### config.mk
export PLATFORM = sky130hd
export DESIGN_NAME = uart_rx_deser
export DESIGN_NICKNAME = d
export VERILOG_FILES = /design/src/rtl/uart_rx_deser.sv
export SDC_FILE = /design/constraint.sdc
export NUM_CORES = 1
export LEC_CHECK = 0
export CAP_MARGIN = 25
export CORE_MARGIN = 2
export CORE_UTILIZATION = 55
export DETAILED_ROUTE_END_ITERATION = 16
export PLACE_DENSITY = 0.79
export SETUP_SLACK_MARGIN = 0.4
export SYNTH_ARGS = -nofsm -noshare
export SYNTH_HDL_FRONTEND = slang
export SYNTH_SLANG_ARGS = --single-unit
### constraint.sdc
create_clock -name clk -period 5.85 [get_ports clk]
set_input_delay 0.8775 -clock clk [delete_from_list [all_inputs] [get_ports clk]]
set_output_delay 0.8775 -clock clk [all_outputs]
set_load 0.03 [all_outputs]
### src/rtl/uart_rx_deser.sv
// uart_rx_deser
//   UART receive deserializer. Detects the start edge on the oversample tick,
//   samples every bit with a 3-point majority vote at mid-bit, assembles the
//   word LSB- or MSB-first and reports parity and framing errors.
//
// Ports
//   clk          system clock, all logic on posedge
//   rst          asynchronous active-high reset
//   i_tick       oversample enable, OVS pulses per bit period
//   i_rx         serial line, already synchronized to clk, idle high
//   o_rx_d       last received word
//   o_rx_valid   one-clk pulse when o_rx_d and the error flags update
//   o_parity_err parity mismatch for the word in o_rx_d
//   o_frame_err  a stop bit voted 0 for the word in o_rx_d
//   o_busy       high whenever a frame is being received
module uart_rx_deser #(
    parameter int DATA_BITS  = 8,
    parameter int OVS        = 16,
    parameter int PARITY_EN  = 0,
    parameter int PARITY_ODD = 0,
    parameter int MSB_FIRST  = 0,
    parameter int STOP_BITS  = 1
) (
    input  logic                 clk,
    input  logic                 rst,
    input  logic                 i_tick,
    input  logic                 i_rx,
    output logic [DATA_BITS-1:0] o_rx_d,
    output logic                 o_rx_valid,
    output logic                 o_parity_err,
    output logic                 o_frame_err,
    output logic                 o_busy
);

    localparam int TCW = $clog2(OVS);
    localparam int BCW = $clog2(DATA_BITS);

    typedef enum logic [2:0] {
        S_IDLE,
        S_START,
        S_DATA,
        S_PARITY,
        S_STOP
    } state_t;

    state_t                 r_state;
    state_t                 w_next;
    logic [TCW-1:0]         r_tc;
    logic [BCW-1:0]         r_bc;
    logic                   r_sc;       // stop-bit index
    logic                   r_s0;       // sample at tc = OVS/2-1
    logic                   r_s1;       // sample at tc = OVS/2
    logic [DATA_BITS-1:0]   r_shreg;
    logic                   r_perr;     // running XOR of data and parity votes
    logic                   r_ferr;

    logic                   w_tc_last;
    logic                   w_vote_tick;
    logic                   w_vote;
    logic                   w_last_bit;
    logic                   w_last_stop;
    logic                   w_deliver;
    logic [BCW-1:0]         w_bit_idx;

    assign w_tc_last   = (r_tc == TCW'(OVS - 1));
    assign w_vote_tick = (r_tc == TCW'(OVS / 2 + 1));
    // The third sample is the live line value on the voting tick itself.
    assign w_vote      = (r_s0 & r_s1) | (r_s0 & i_rx) | (r_s1 & i_rx);
    assign w_last_bit  = (r_bc == BCW'(DATA_BITS - 1));
    assign w_last_stop = (r_sc == 1'(STOP_BITS - 1));
    assign w_deliver   = i_tick && (r_state == S_STOP) && w_vote_tick && w_last_stop;
    assign w_bit_idx   = (MSB_FIRST != 0) ? BCW'(DATA_BITS - 1) - r_bc : r_bc;

    // State register
    always_ff @(posedge clk or posedge rst) begin
        if (rst) begin
            r_state <= S_IDLE;
        end else begin
            // NOTE: non-blocking assignment so every flop samples pre-edge values.
            r_state <= w_next;
        end
    end

    // Next-state logic
    always_comb begin
        // NOTE: default first so no path leaves w_next unassigned (no latch).
        w_next = r_state;
        if (i_tick) begin
            case (r_state)
                S_IDLE:   if (!i_rx) w_next = S_START;
                S_START: begin
                    if (w_vote_tick && w_vote) w_next = S_IDLE;   // false start
                    else if (w_tc_last)        w_next = S_DATA;
                end
                S_DATA: begin
                    if (w_tc_last && w_last_bit)
                        w_next = (PARITY_EN != 0) ? S_PARITY : S_STOP;
                end
                S_PARITY: if (w_tc_last) w_next = S_STOP;
                // The tail of the final stop bit is spent in IDLE so a
                // back-to-back start edge is never missed.
                S_STOP:   if (w_vote_tick && w_last_stop) w_next = S_IDLE;
                default:  w_next = S_IDLE;
            endcase
        end
    end

    // Output logic
    always_comb begin
        o_busy = (r_state != S_IDLE);
    end

    // Counters, sampling, word assembly and delivery
    always_ff @(posedge clk or posedge rst) begin
        if (rst) begin
            r_tc         <= '0;
            r_bc         <= '0;
            r_sc         <= 1'b0;
            r_s0         <= 1'b0;
            r_s1         <= 1'b0;
            r_shreg      <= '0;
            r_perr       <= 1'b0;
            r_ferr       <= 1'b0;
            o_rx_d       <= '0;
            o_rx_valid   <= 1'b0;
            o_parity_err <= 1'b0;
            o_frame_err  <= 1'b0;
        end else begin
            o_rx_valid <= 1'b0;
            if (i_tick) begin
                if (r_state == S_IDLE) begin
                    r_tc <= '0;
                    if (!i_rx) begin
                        // The detecting tick is tick 0 of the start bit.
                        r_tc    <= TCW'(1);
                        r_bc    <= '0;
                        r_sc    <= 1'b0;
                        r_shreg <= '0;
                        r_perr  <= 1'b0;
                        r_ferr  <= 1'b0;
                    end
                end else begin
                    r_tc <= w_tc_last ? '0 : r_tc + 1'b1;
                    if (r_tc == TCW'(OVS / 2 - 1)) r_s0 <= i_rx;
                    if (r_tc == TCW'(OVS / 2))     r_s1 <= i_rx;

                    if (w_vote_tick) begin
                        case (r_state)
                            S_DATA: begin
                                r_shreg[w_bit_idx] <= w_vote;
                                r_perr             <= r_perr ^ w_vote;
                            end
                            S_PARITY: r_perr <= r_perr ^ w_vote;
                            S_STOP:   if (!w_vote) r_ferr <= 1'b1;
                            default: ;
                        endcase
                    end

                    if (r_state == S_DATA && w_tc_last && !w_last_bit)
                        r_bc <= r_bc + 1'b1;
                    // Only non-final stop bits ever reach the end of their bit.
                    if (r_state == S_STOP && w_tc_last)
                        r_sc <= r_sc + 1'b1;
                    if (w_next == S_IDLE)
                        r_tc <= '0;

                    if (w_deliver) begin
                        o_rx_d       <= r_shreg;
                        o_parity_err <= (PARITY_EN != 0) ? (r_perr ^ (PARITY_ODD != 0)) : 1'b0;
                        o_frame_err  <= r_ferr | ~w_vote;
                        o_rx_valid   <= 1'b1;
                    end
                end
            end
        end
    end

endmodule

==> results.sh, run 1 <==
export IMPL_grt_met2_usage_pct=31.87
export IMPL_tns_ps=0
export IMPL_syn_avg_cell_area_um2=9.855
export IMPL_final_util_pct=63.32
export IMPL_cap_violations=0
export IMPL_outcome="complete, no violations"
export IMPL_max_freq_mhz=297.6
export IMPL_h_tree_depth=2
export IMPL_fp_dieH_um=59.19
export IMPL_slew_headroom_pct=44.60
export IMPL_rsz0062_at_grt="false"
export IMPL_die_area_mm2=0.003503
export IMPL_num_antenna_cells=0
export IMPL_setup_viol=0
export IMPL_use_met1_pct=29.56
export IMPL_drive_gt1_share_pct=12.64
export IMPL_dpl_hpwl_um=2291
export IMPL_post_route_period_util_pct=57.43
export IMPL_cts_clk_slew_worst_paths_ps=100
export IMPL_stdcell_area_mm2=0.001886
export IMPL_path_class="flip-flop to output port"
export IMPL_nFillCells=246
export IMPL_rows=20
export IMPL_area_delta_synth_final_pct=12.55
export IMPL_via_per_inst=6.047
export IMPL_grt_max_degree=33
export IMPL_syn_nets=179
export IMPL_cp_max_fo=14
export IMPL_cts_buffers=5
export IMPL_postCtsSetupRepairBufs=0
export IMPL_busiest_layer="met2"
export IMPL_place_ws_ps=2771
export IMPL_cts_resized=0
export IMPL_yosysSeqAreaShare_pct=47.80
export IMPL_grt_overflow_total=0
export IMPL_hold_viol=0
export IMPL_initial_core_util_pct=56.26
export IMPL_grtUsageMet3_pct=6.332
export IMPL_synth_top_area_cell="dfrtp_1"
export IMPL_clockBufferDepth=2
export IMPL_leakagePower_nw=0.8561
export IMPL_worstSkewPairLatency_ps=330
export IMPL_wire_per_inst_um=14.49
export IMPL_worst_slack_ps=2490
export IMPL_io_pins=16
export IMPL_peakVddDrop_uv=178.3
export IMPL_grt_use_total_pct=21.49
export IMPL_die_w_um=59.19
export IMPL_end_kind="output port"
export IMPL_syn_area_mm2=0.001675
export IMPL_yosysWarnings=0
export IMPL_numClockSinks=32
export IMPL_ys_seq_elements=32
export IMPL_grt_pass1_vias=1221
export IMPL_synth_cells=170
export IMPL_synthDistinctLibCells=40
export IMPL_hp_class="flip-flop to flip-flop"
export IMPL_place_area_mm2=0.001805
export IMPL_totalPowerFinal_uw=538.5
export IMPL_drt_pass1_iterations=4
export IMPL_num_vias=1300
export IMPL_critPathLaunchType="flip-flop"
export IMPL_postRouteAntennaNets=0
export IMPL_drc=0
export IMPL_skew_ps=5.204
export IMPL_grt_pass1_wl_um=5609
export IMPL_arrival_ps=2480
export IMPL_antenna_found_initial=0
export IMPL_tritoncts="built"
export IMPL_port_buffers=14
export IMPL_p_per_area_mw_per_mm2=285.6
export IMPL_layout_commonest_cell="dfrtp_1"
export IMPL_final_cell_mix="32 x dfrtp_1, 22 x o21ai_0, 14 x clkdlybuf4s50_1"
export IMPL_ctsHoldBuffers=0
export IMPL_worstMarginPinSlew_ps=826.6
export IMPL_routed_wirelength_um=3116
export IMPL_crit_required_ps=4970
export IMPL_root_buffer="clkbuf_4"
export IMPL_synth_area_top_cells="dfrtp_1 48%, mux2_2 6.7%, o21ai_0 6.6%"
export IMPL_fin_nets=190
export IMPL_drt_iter0_markers=63
export IMPL_gp_congestion=0.8368
export IMPL_final_max_slew_viol_count=0
export IMPL_yosysTopAreaCellShare_pct=47.80
export IMPL_core_mm2=0.002978
export IMPL_period_needed_ps=3360
## stage by stage
stage                     hold slack [ps]  instances
final                               508.5        215
after global routing                541.6        215
after CTS                           517.9        215
after detailed placement            492.6        207
after global placement              468.0        207
after floorplan                     465.4        170
## registers in the layout, indices dropped and copies added (netlist names)
| register | cells |
|---|---|
| o_rx_d | 8 |
| r_ferr | 1 |
| r_state | 3 |
| r_s1 | 1 |
| r_s0 | 1 |
| r_bc | 3 |
| o_rx_valid | 1 |
| r_tc | 4 |
| r_sc | 1 |
| r_shreg | 8 |
| o_frame_err | 1 |
## cells in the mapped netlist
master / instances
dfrtp_1: 32
o21ai_0: 22
inv_1: 12
nand2_1: 11
mux2_2: 10
nor2_1: 8
nand3_1: 7
a31oi_1: 5
buf_2: 5
ha_1: 5
a21oi_1: 4
clkbuf_1: 4
nor2b_1: 4
nor3_1: 4
nand2b_1: 3
nor3b_1: 3
o31ai_1: 3
nand3b_1: 2
nand4_1: 2
nor3_2: 2
o211ai_1: 2
o22ai_1: 2
a2111o_1: 1
a211oi_1: 1
a21o_1: 1
a22o_1: 1
a32oi_1: 1
a41oi_1: 1
and3_1: 1
buf_4: 1
buf_6: 1
conb_1: 1
maj3_1: 1
nand3b_4: 1
nand4bb_1: 1
nor4b_1: 1
o21a_1: 1
o221ai_1: 1
o32ai_1: 1
or2_2: 1
## power breakdown
| group | internal, mW | total (mW) | switching, mW |
|---|---|---|---|
| Sequential | 0.236 | 0.255 | 0.0192 |
| Clock | 0.0890 | 0.166 | 0.0772 |
| Combinational | 0.0486 | 0.117 | 0.0682 |
| Total | 0.374 | 0.538 | 0.165 |
## area by class of cell
cell class	instances	area [µm²]	area share, %
Clock buffer	5	37.54	1.991
Clock inverter	3	42.54	2.256
Inverter	12	45.04	2.389
Multi-Input combinational cell	115	770.7	40.88
Sequential cell	32	800.8	42.47
Tap cell	33	41.29	2.190
Timing Repair Buffer	15	147.6	7.830
## critical path: stages, from the launching register on
cell	delay (ps)
dfrtp_1	510
nor3_2	710
inv_1	260
clkdlybuf4s50_1	660
## logic make-up after synthesis
logic type	after synthesis	share of synthesized area, %
buffers and inverters	23	6.198
DFF	32	47.80
and+or+nand+nor	51	17.48
AOI/OAI and AO/OA	47	17.25
muxes	10	6.722
adders and majority gates	6	4.332
other	1	0.2238
## metal layers
metal  vias up  routed length (µm)
met3         7                 112
met4         0                  59
li1        625                   -
met5         -                   0
met1       643                1473
met2        25                1470
## worst paths after layout
kind                                         start                 endpoint  slack [ps]  cells after the start
setup / recovery              r_state[1]$_DFF_PP0_                   o_busy        2490                      3
hold / removal             o_frame_err$_DFFE_PP0P_  o_frame_err$_DFFE_PP0P_         510                      2
setup reg to reg               r_bc[0]$_DFFE_PP0P_      r_tc[0]$_DFFE_PP0P_        3470                      7
hold reg to reg            o_frame_err$_DFFE_PP0P_  o_frame_err$_DFFE_PP0P_         510                      2
max in group asynchronous                      rst   r_shreg[6]$_DFFE_PP0P_        4650                      3
min in group asynchronous                      rst  o_frame_err$_DFFE_PP0P_         900                      3
Note: power is estimated with default switching activity, not from simulation.
==> run 2: changes to the inputs <==
--- a/config.mk
+++ b/config.mk
@@ -7,9 +7,9 @@
 export LEC_CHECK = 0
 export CAP_MARGIN = 25
 export CORE_MARGIN = 2
-export CORE_UTILIZATION = 55
+export CORE_UTILIZATION = 50
 export DETAILED_ROUTE_END_ITERATION = 16
-export PLACE_DENSITY = 0.79
+export PLACE_DENSITY = 0.76
 export SETUP_SLACK_MARGIN = 0.4
 export SYNTH_ARGS = -nofsm -noshare
 export SYNTH_HDL_FRONTEND = slang
==> constraint.sdc (replaced) <==
create_clock -name clk -period 2.7 [get_ports clk]
set_input_delay 0.405 -clock clk [delete_from_list [all_inputs] [get_ports clk]]
set_output_delay 0.405 -clock clk [all_outputs]
set_load 0.03 [all_outputs]
==> run 2 against run 1 <==
Register-to-register slack lost 3000 ps. Sequential cell count is the same. Utilization shrank 5.0 points. Critical endpoint is now r_tc[0]$_DFFE_PP0P_. Largest power group unchanged.
==> results.sh, run 2 (synthesis results as in run 1) <==
export IMPL_outcome="complete, no violations"
export IMPL_core_mm2=0.003284
export IMPL_die_area_mm2=0.003830
export IMPL_gp_congestion=0.8879
export IMPL_tritoncts="built"
export IMPL_worstSkewPairLatency_ps=340
export IMPL_period_needed_ps=2230
export IMPL_h_tree_depth=2
export IMPL_num_vias=1309
export IMPL_dpl_hpwl_um=2356
export IMPL_end_kind="flip-flop"
export IMPL_max_stage_delay_ps=500
export IMPL_peakVddDrop_uv=367.9
export IMPL_worst_slack_ps=469.6
export IMPL_root_buffer="clkbuf_4"
export IMPL_arrival_ps=2420
export IMPL_worstMarginPinSlew_ps=525.8
export IMPL_cpMostUsedCell="ha_1"
export IMPL_fin_hold_ws_ps=436.5
export IMPL_io_pins=16
export IMPL_antenna_found_initial=0
export IMPL_cts_clk_slew_worst_paths_ps=110
export IMPL_rsz0062_at_grt="true"
export IMPL_cp_cell_sequence="ha_1 > ha_1 > or2_2 > a32oi_1 > o22ai_1 > nor3_2 > o221ai_1"
export IMPL_wire_per_inst_um=14.12
export IMPL_num_antenna_cells=0
export IMPL_final_max_slew_viol_count=0
export IMPL_cts_buffers=5
export IMPL_reg_top3="o_rx_d x8, r_shreg x8, r_tc x4"
export IMPL_grt_overflow_total=0
export IMPL_tns_ps=0
export IMPL_fp_dieH_um=61.89
export IMPL_hold_viol=0
export IMPL_drive_gt1_share_pct=15.14
export IMPL_final_cell_mix="32 x dfrtp_1, 22 x o21ai_0, 13 x clkdlybuf4s50_1"
export IMPL_clockBufferDepth=2
export IMPL_postRouteAntennaNets=0
export IMPL_place_ws_ps=369.3
export IMPL_path_class="flip-flop to flip-flop"
export IMPL_numClockSinks=32
export IMPL_rows=21
export IMPL_setup_viol=0
export IMPL_fin_nets=193
export IMPL_skew_ps=15.62
export IMPL_grt_pass1_vias=1258
export IMPL_routed_wirelength_um=3262
export IMPL_critPathLaunchType="flip-flop"
export IMPL_cap_violations=0
export IMPL_initial_core_util_pct=51.01
export IMPL_via_per_inst=5.667
export IMPL_area_delta_synth_final_pct=14.26
export IMPL_drt_pass1_iterations=4
export IMPL_totalPowerFinal_mw=1.116
export IMPL_post_route_period_util_pct=82.61
export IMPL_postCtsSetupRepairBufs=0
export IMPL_drc=0
export IMPL_port_buffers=14
export IMPL_die_w_um=61.89
export IMPL_grt_max_degree=33
export IMPL_hp_class="input pin to asynchronous set/reset pin"
export IMPL_leakagePower_nw=0.8757
export IMPL_p_per_area_mw_per_mm2=583.1
export IMPL_slew_headroom_pct=64.84
export IMPL_max_freq_mhz=448.4
export IMPL_crit_required_ps=2890
export IMPL_ctsHoldBuffers=0
export IMPL_grt_pass1_wl_um=5520
export IMPL_drt_iter0_markers=54
export IMPL_cp_max_fo=11
export IMPL_grt_use_total_pct=19.90
export IMPL_cp_slowest_cell="dfrtp_1"
export IMPL_layout_commonest_cell="dfrtp_1"
==> run 2: cell types whose count changed in the layout (fill, tap and decap cells not counted), sizes merged <==
cell           change
clkinvlp           -1
clkbuf             +1
bufinv             -1
dlygate4sd2        +1
buf                +3
clkinv             +1
clkdlybuf4s50      -1
==> run 2: worst paths after layout <==
| kind | from | to | slack [ps] | cells past startpoint |
|---|---|---|---|---|
| worst max-delay path | r_bc[0]$_DFFE_PP0P_ | r_tc[0]$_DFFE_PP0P_ | 470 | 7 |
| worst min-delay path | rst | r_shreg[1]$_DFFE_PP0P_ | 440 | 3 |
| worst max register to register | r_bc[0]$_DFFE_PP0P_ | r_tc[0]$_DFFE_PP0P_ | 470 | 7 |
| worst min register to register | o_frame_err$_DFFE_PP0P_ | o_frame_err$_DFFE_PP0P_ | 500 | 2 |
| max in group asynchronous | rst | r_tc[0]$_DFFE_PP0P_ | 1970 | 3 |
| min in group clk | o_frame_err$_DFFE_PP0P_ | o_frame_err$_DFFE_PP0P_ | 500 | 2 |
==> run 2: critical path, delay by kind of cell (launching register included) <==
family / cells / cell delay, ps
flops: 1 / 500
simple gates: 2 / 590
compound gates: 3 / 540
fa+ha+maj: 2 / 460
==> run 2: what timing repair did <==
item | 4_1_cts | 5_1_grt
cloned | 0 | 0
endpoints found under the setup margin | 2 | 2
gates resized for setup | 2 | 1
pin swaps | 0 | 1
==> run 2: through the flow <==
stage / cells / cell area [µm²] / util, %
detailed placement: 223 / 1844 / 56.15
global route: 231 / 1914 / 58.29
global placement: 223 / 1844 / 56.15
finish: 231 / 1914 / 58.29
floorplan: 170 / 1675 / -
CTS: 231 / 1909 / 58.13
==> run 2: report_power, final <==
part,leakage [nW],switching [mW],internal (mW)
combinational,0.401,0.156,0.116
sequential,0.437,0.0436,0.512
clock,0.0380,0.164,0.124
==> run 2: per-layer routing <==
layer  wire (µm)  global-route usage [%]  up-vias
li1            -                       -      635
met2        1545                   31.13       40
met5           0                       0        -
met1        1539                   24.61      630
met3         139                   7.453        4
met4          38                   8.815        0
==> run 2: cell type report <==
class | count | area [µm²]
Tap cell | 46 | 57.56
Fill cell | 282 | 1370
Multi-Input combinational cell | 115 | 780.7
Clock inverter | 2 | 10.01
Sequential cell | 32 | 800.8
Timing Repair Buffer | 18 | 168.9
Clock buffer | 6 | 51.30
Inverter | 12 | 45.04
==> run 3: changes to the inputs <==
--- a/config.mk
+++ b/config.mk
@@ -7,9 +7,9 @@
 export LEC_CHECK = 0
 export CAP_MARGIN = 25
 export CORE_MARGIN = 2
-export CORE_UTILIZATION = 50
+export CORE_UTILIZATION = 55
 export DETAILED_ROUTE_END_ITERATION = 16
-export PLACE_DENSITY = 0.76
+export PLACE_DENSITY = 0.79
 export SETUP_SLACK_MARGIN = 0.4
 export SYNTH_ARGS = -nofsm -noshare
 export SYNTH_HDL_FRONTEND = slang
==> constraint.sdc (replaced) <==
create_clock -name clk -period 2.15 [get_ports clk]
set_input_delay 0.3225 -clock clk [delete_from_list [all_inputs] [get_ports clk]]
set_output_delay 0.3225 -clock clk [all_outputs]
set_load 0.03 [all_outputs]
==> run 3 against run 2 <==
Register-to-register slack worse by 220 ps. Global-route usage up 2.7 points. Sequential power up 27%. Critical endpoint is now r_tc[1]$_DFFE_PP0P_.
==> results.sh, run 3 (synthesis results as in run 1) <==
export IMPL_rsz0062_at_grt="true"
export IMPL_drt_iter0_markers=77
export IMPL_end_kind="flip-flop"
export IMPL_leakagePower_nw=0.9295
export IMPL_drc=0
export IMPL_fin_nets=207
export IMPL_cp_slowest_cell="dfrtp_1"
export IMPL_drive_gt1_share_pct=29.15
export IMPL_initial_core_util_pct=56.26
export IMPL_worst_path_buf_inv=0
export IMPL_hold_viol=0
export IMPL_max_stage_delay_ps=410
export IMPL_cap_violations=0
export IMPL_cts_clk_slew_worst_paths_ps=90
export IMPL_grt_pass1_wl_um=5940
export IMPL_drt_pass1_iterations=4
export IMPL_place_ws_ps=23.12
export IMPL_cts_buffers=5
export IMPL_layout_commonest_cell="dfrtp_1"
export IMPL_clkPwrFrac_pct=23.3
export IMPL_dpl_hpwl_um=2509
export IMPL_final_cells=232
export IMPL_peakVddDrop_uv=403.3
export IMPL_final_max_slew_viol_count=0
export IMPL_grt_overflow_total=0
export IMPL_cp_max_fo=4
export IMPL_seqPwrFrac_pct=47.0
export IMPL_cp_cell_sequence="ha_2 > ha_4 > or2_4 > a32oi_2 > o22ai_2 > nor3_4 > o22ai_1"
export IMPL_totalPowerFinal_mw=1.497
export IMPL_critPathLaunchType="flip-flop"
export IMPL_stdcell_area_mm2=0.002087
export IMPL_swShare_pct=32.80
export IMPL_skew_ps=4.451
export IMPL_p_int_mw=1.006
export IMPL_clockBufferDepth=2
export IMPL_worstSkewPairLatency_ps=310
export IMPL_area_delta_synth_final_pct=24.57
export IMPL_routed_wirelength_um=3807
export IMPL_max_freq_mhz=526.4
export IMPL_core_mm2=0.002978
export IMPL_grt_pass1_vias=1278
export IMPL_h_tree_depth=2
export IMPL_hp_class="input pin to asynchronous set/reset pin"
export IMPL_wire_per_inst_um=16.41
export IMPL_root_buffer="clkbuf_4"
export IMPL_num_vias=1390
export IMPL_place_area_mm2=0.001863
export IMPL_die_w_um=59.19
export IMPL_crit_family="simple AND/OR/NAND/NOR gates"
export IMPL_fin_hold_ws_ps=378.4
export IMPL_via_per_inst=5.991
export IMPL_power_frac_comb_pct=29.8
export IMPL_path_class="flip-flop to flip-flop"
export IMPL_antenna_found_initial=0
export IMPL_dp_cells=214
export IMPL_gp_congestion=0.9988
export IMPL_num_antenna_cells=0
export IMPL_p_sw_uw=491.0
export IMPL_outcome="complete, no violations"
export IMPL_post_route_period_util_pct=88.36
export IMPL_tritoncts="built"
export IMPL_arrival_ps=2090
export IMPL_numClockSinks=32
export IMPL_crit_required_ps=2340
export IMPL_rows=20
export IMPL_io_pins=16
export IMPL_reg_top3="o_rx_d x8, r_shreg x8, r_tc x4"
export IMPL_worst_slack_ps=250.4
export IMPL_final_util_pct=70.08
export IMPL_grt_use_total_pct=22.61
export IMPL_fp_dieH_um=59.19
export IMPL_final_cell_mix="28 x dfrtp_1, 18 x buf_4, 14 x o21ai_0"
export IMPL_period_needed_ps=1900
export IMPL_grt_max_degree=33
export IMPL_p_per_area_mw_per_mm2=717.4
export IMPL_postRouteAntennaNets=0
export IMPL_setup_viol=0
export IMPL_tns_ps=0
export IMPL_port_buffers=14
export IMPL_die_area_mm2=0.003503
run 3: changes by cell type in the layout (fill, tap and decap cells not counted), sizes merged:
cell         delta
buf            +14
clkbuf          +3
clkinv          -2
dlygate4sd2     -1
run 3: metal layers:
layer	wire length, µm	vias up	GRT usage, %
li1	-	664	-
met1	1705	671	29.60
met2	1879	45	35.79
met3	142	10	5.022
met4	79	0	10.06
met5	0	-	0
run 3: worst paths after layout:
path,from,endpoint,slack [ps],cells past startpoint
setup / recovery,r_bc[0]$_DFFE_PP0P_,r_tc[1]$_DFFE_PP0P_,250,7
hold / removal,rst,o_frame_err$_DFFE_PP0P_,380,3
setup reg to reg,r_bc[0]$_DFFE_PP0P_,r_tc[1]$_DFFE_PP0P_,250,7
hold reg to reg,o_frame_err$_DFFE_PP0P_,o_frame_err$_DFFE_PP0P_,490,2
max in group asynchronous,rst,r_tc[0]$_DFFE_PP0P_,1460,3
min in group clk,o_frame_err$_DFFE_PP0P_,o_frame_err$_DFFE_PP0P_,490,2
run 3: cell type report:
cell class | instances | area [µm²]
Fill cell | 205 | 890.9
Timing Repair Buffer | 32 | 270.3
Inverter | 12 | 45.04
Clock buffer | 8 | 58.81
Tap cell | 33 | 41.29
Sequential cell | 32 | 805.8
Multi-Input combinational cell | 115 | 865.8
run 3: worst reg2reg max path, cell delays in order, from the launching register on:
cell     delay, ps
dfrtp_1        410
ha_2           220
ha_4           170
or2_4          230
a32oi_2        210
o22ai_2        150
nor3_4         260
o22ai_1        120
run 3: timing repair:
action	in CTS	in global routing
hold buffers	0	0
pin swaps	8	9
buffers inserted	2	8
gates resized for setup	15	18
endpoints found under the setup margin	21	24
run 3: power groups by stage:
| stage | clock (mW) | sequential, mW | combinational (mW) |
|---|---|---|---|
| finish | 0.348 | 0.703 | 0.446 |
| global route | 0.378 | 0.712 | 0.478 |
| CTS | 0.352 | 0.698 | 0.385 |
| detailed placement | 0 | 0.705 | 0.352 |
| global placement | 0 | 0.700 | 0.330 |
| floorplan | 0 | 0.691 | 0.258 |
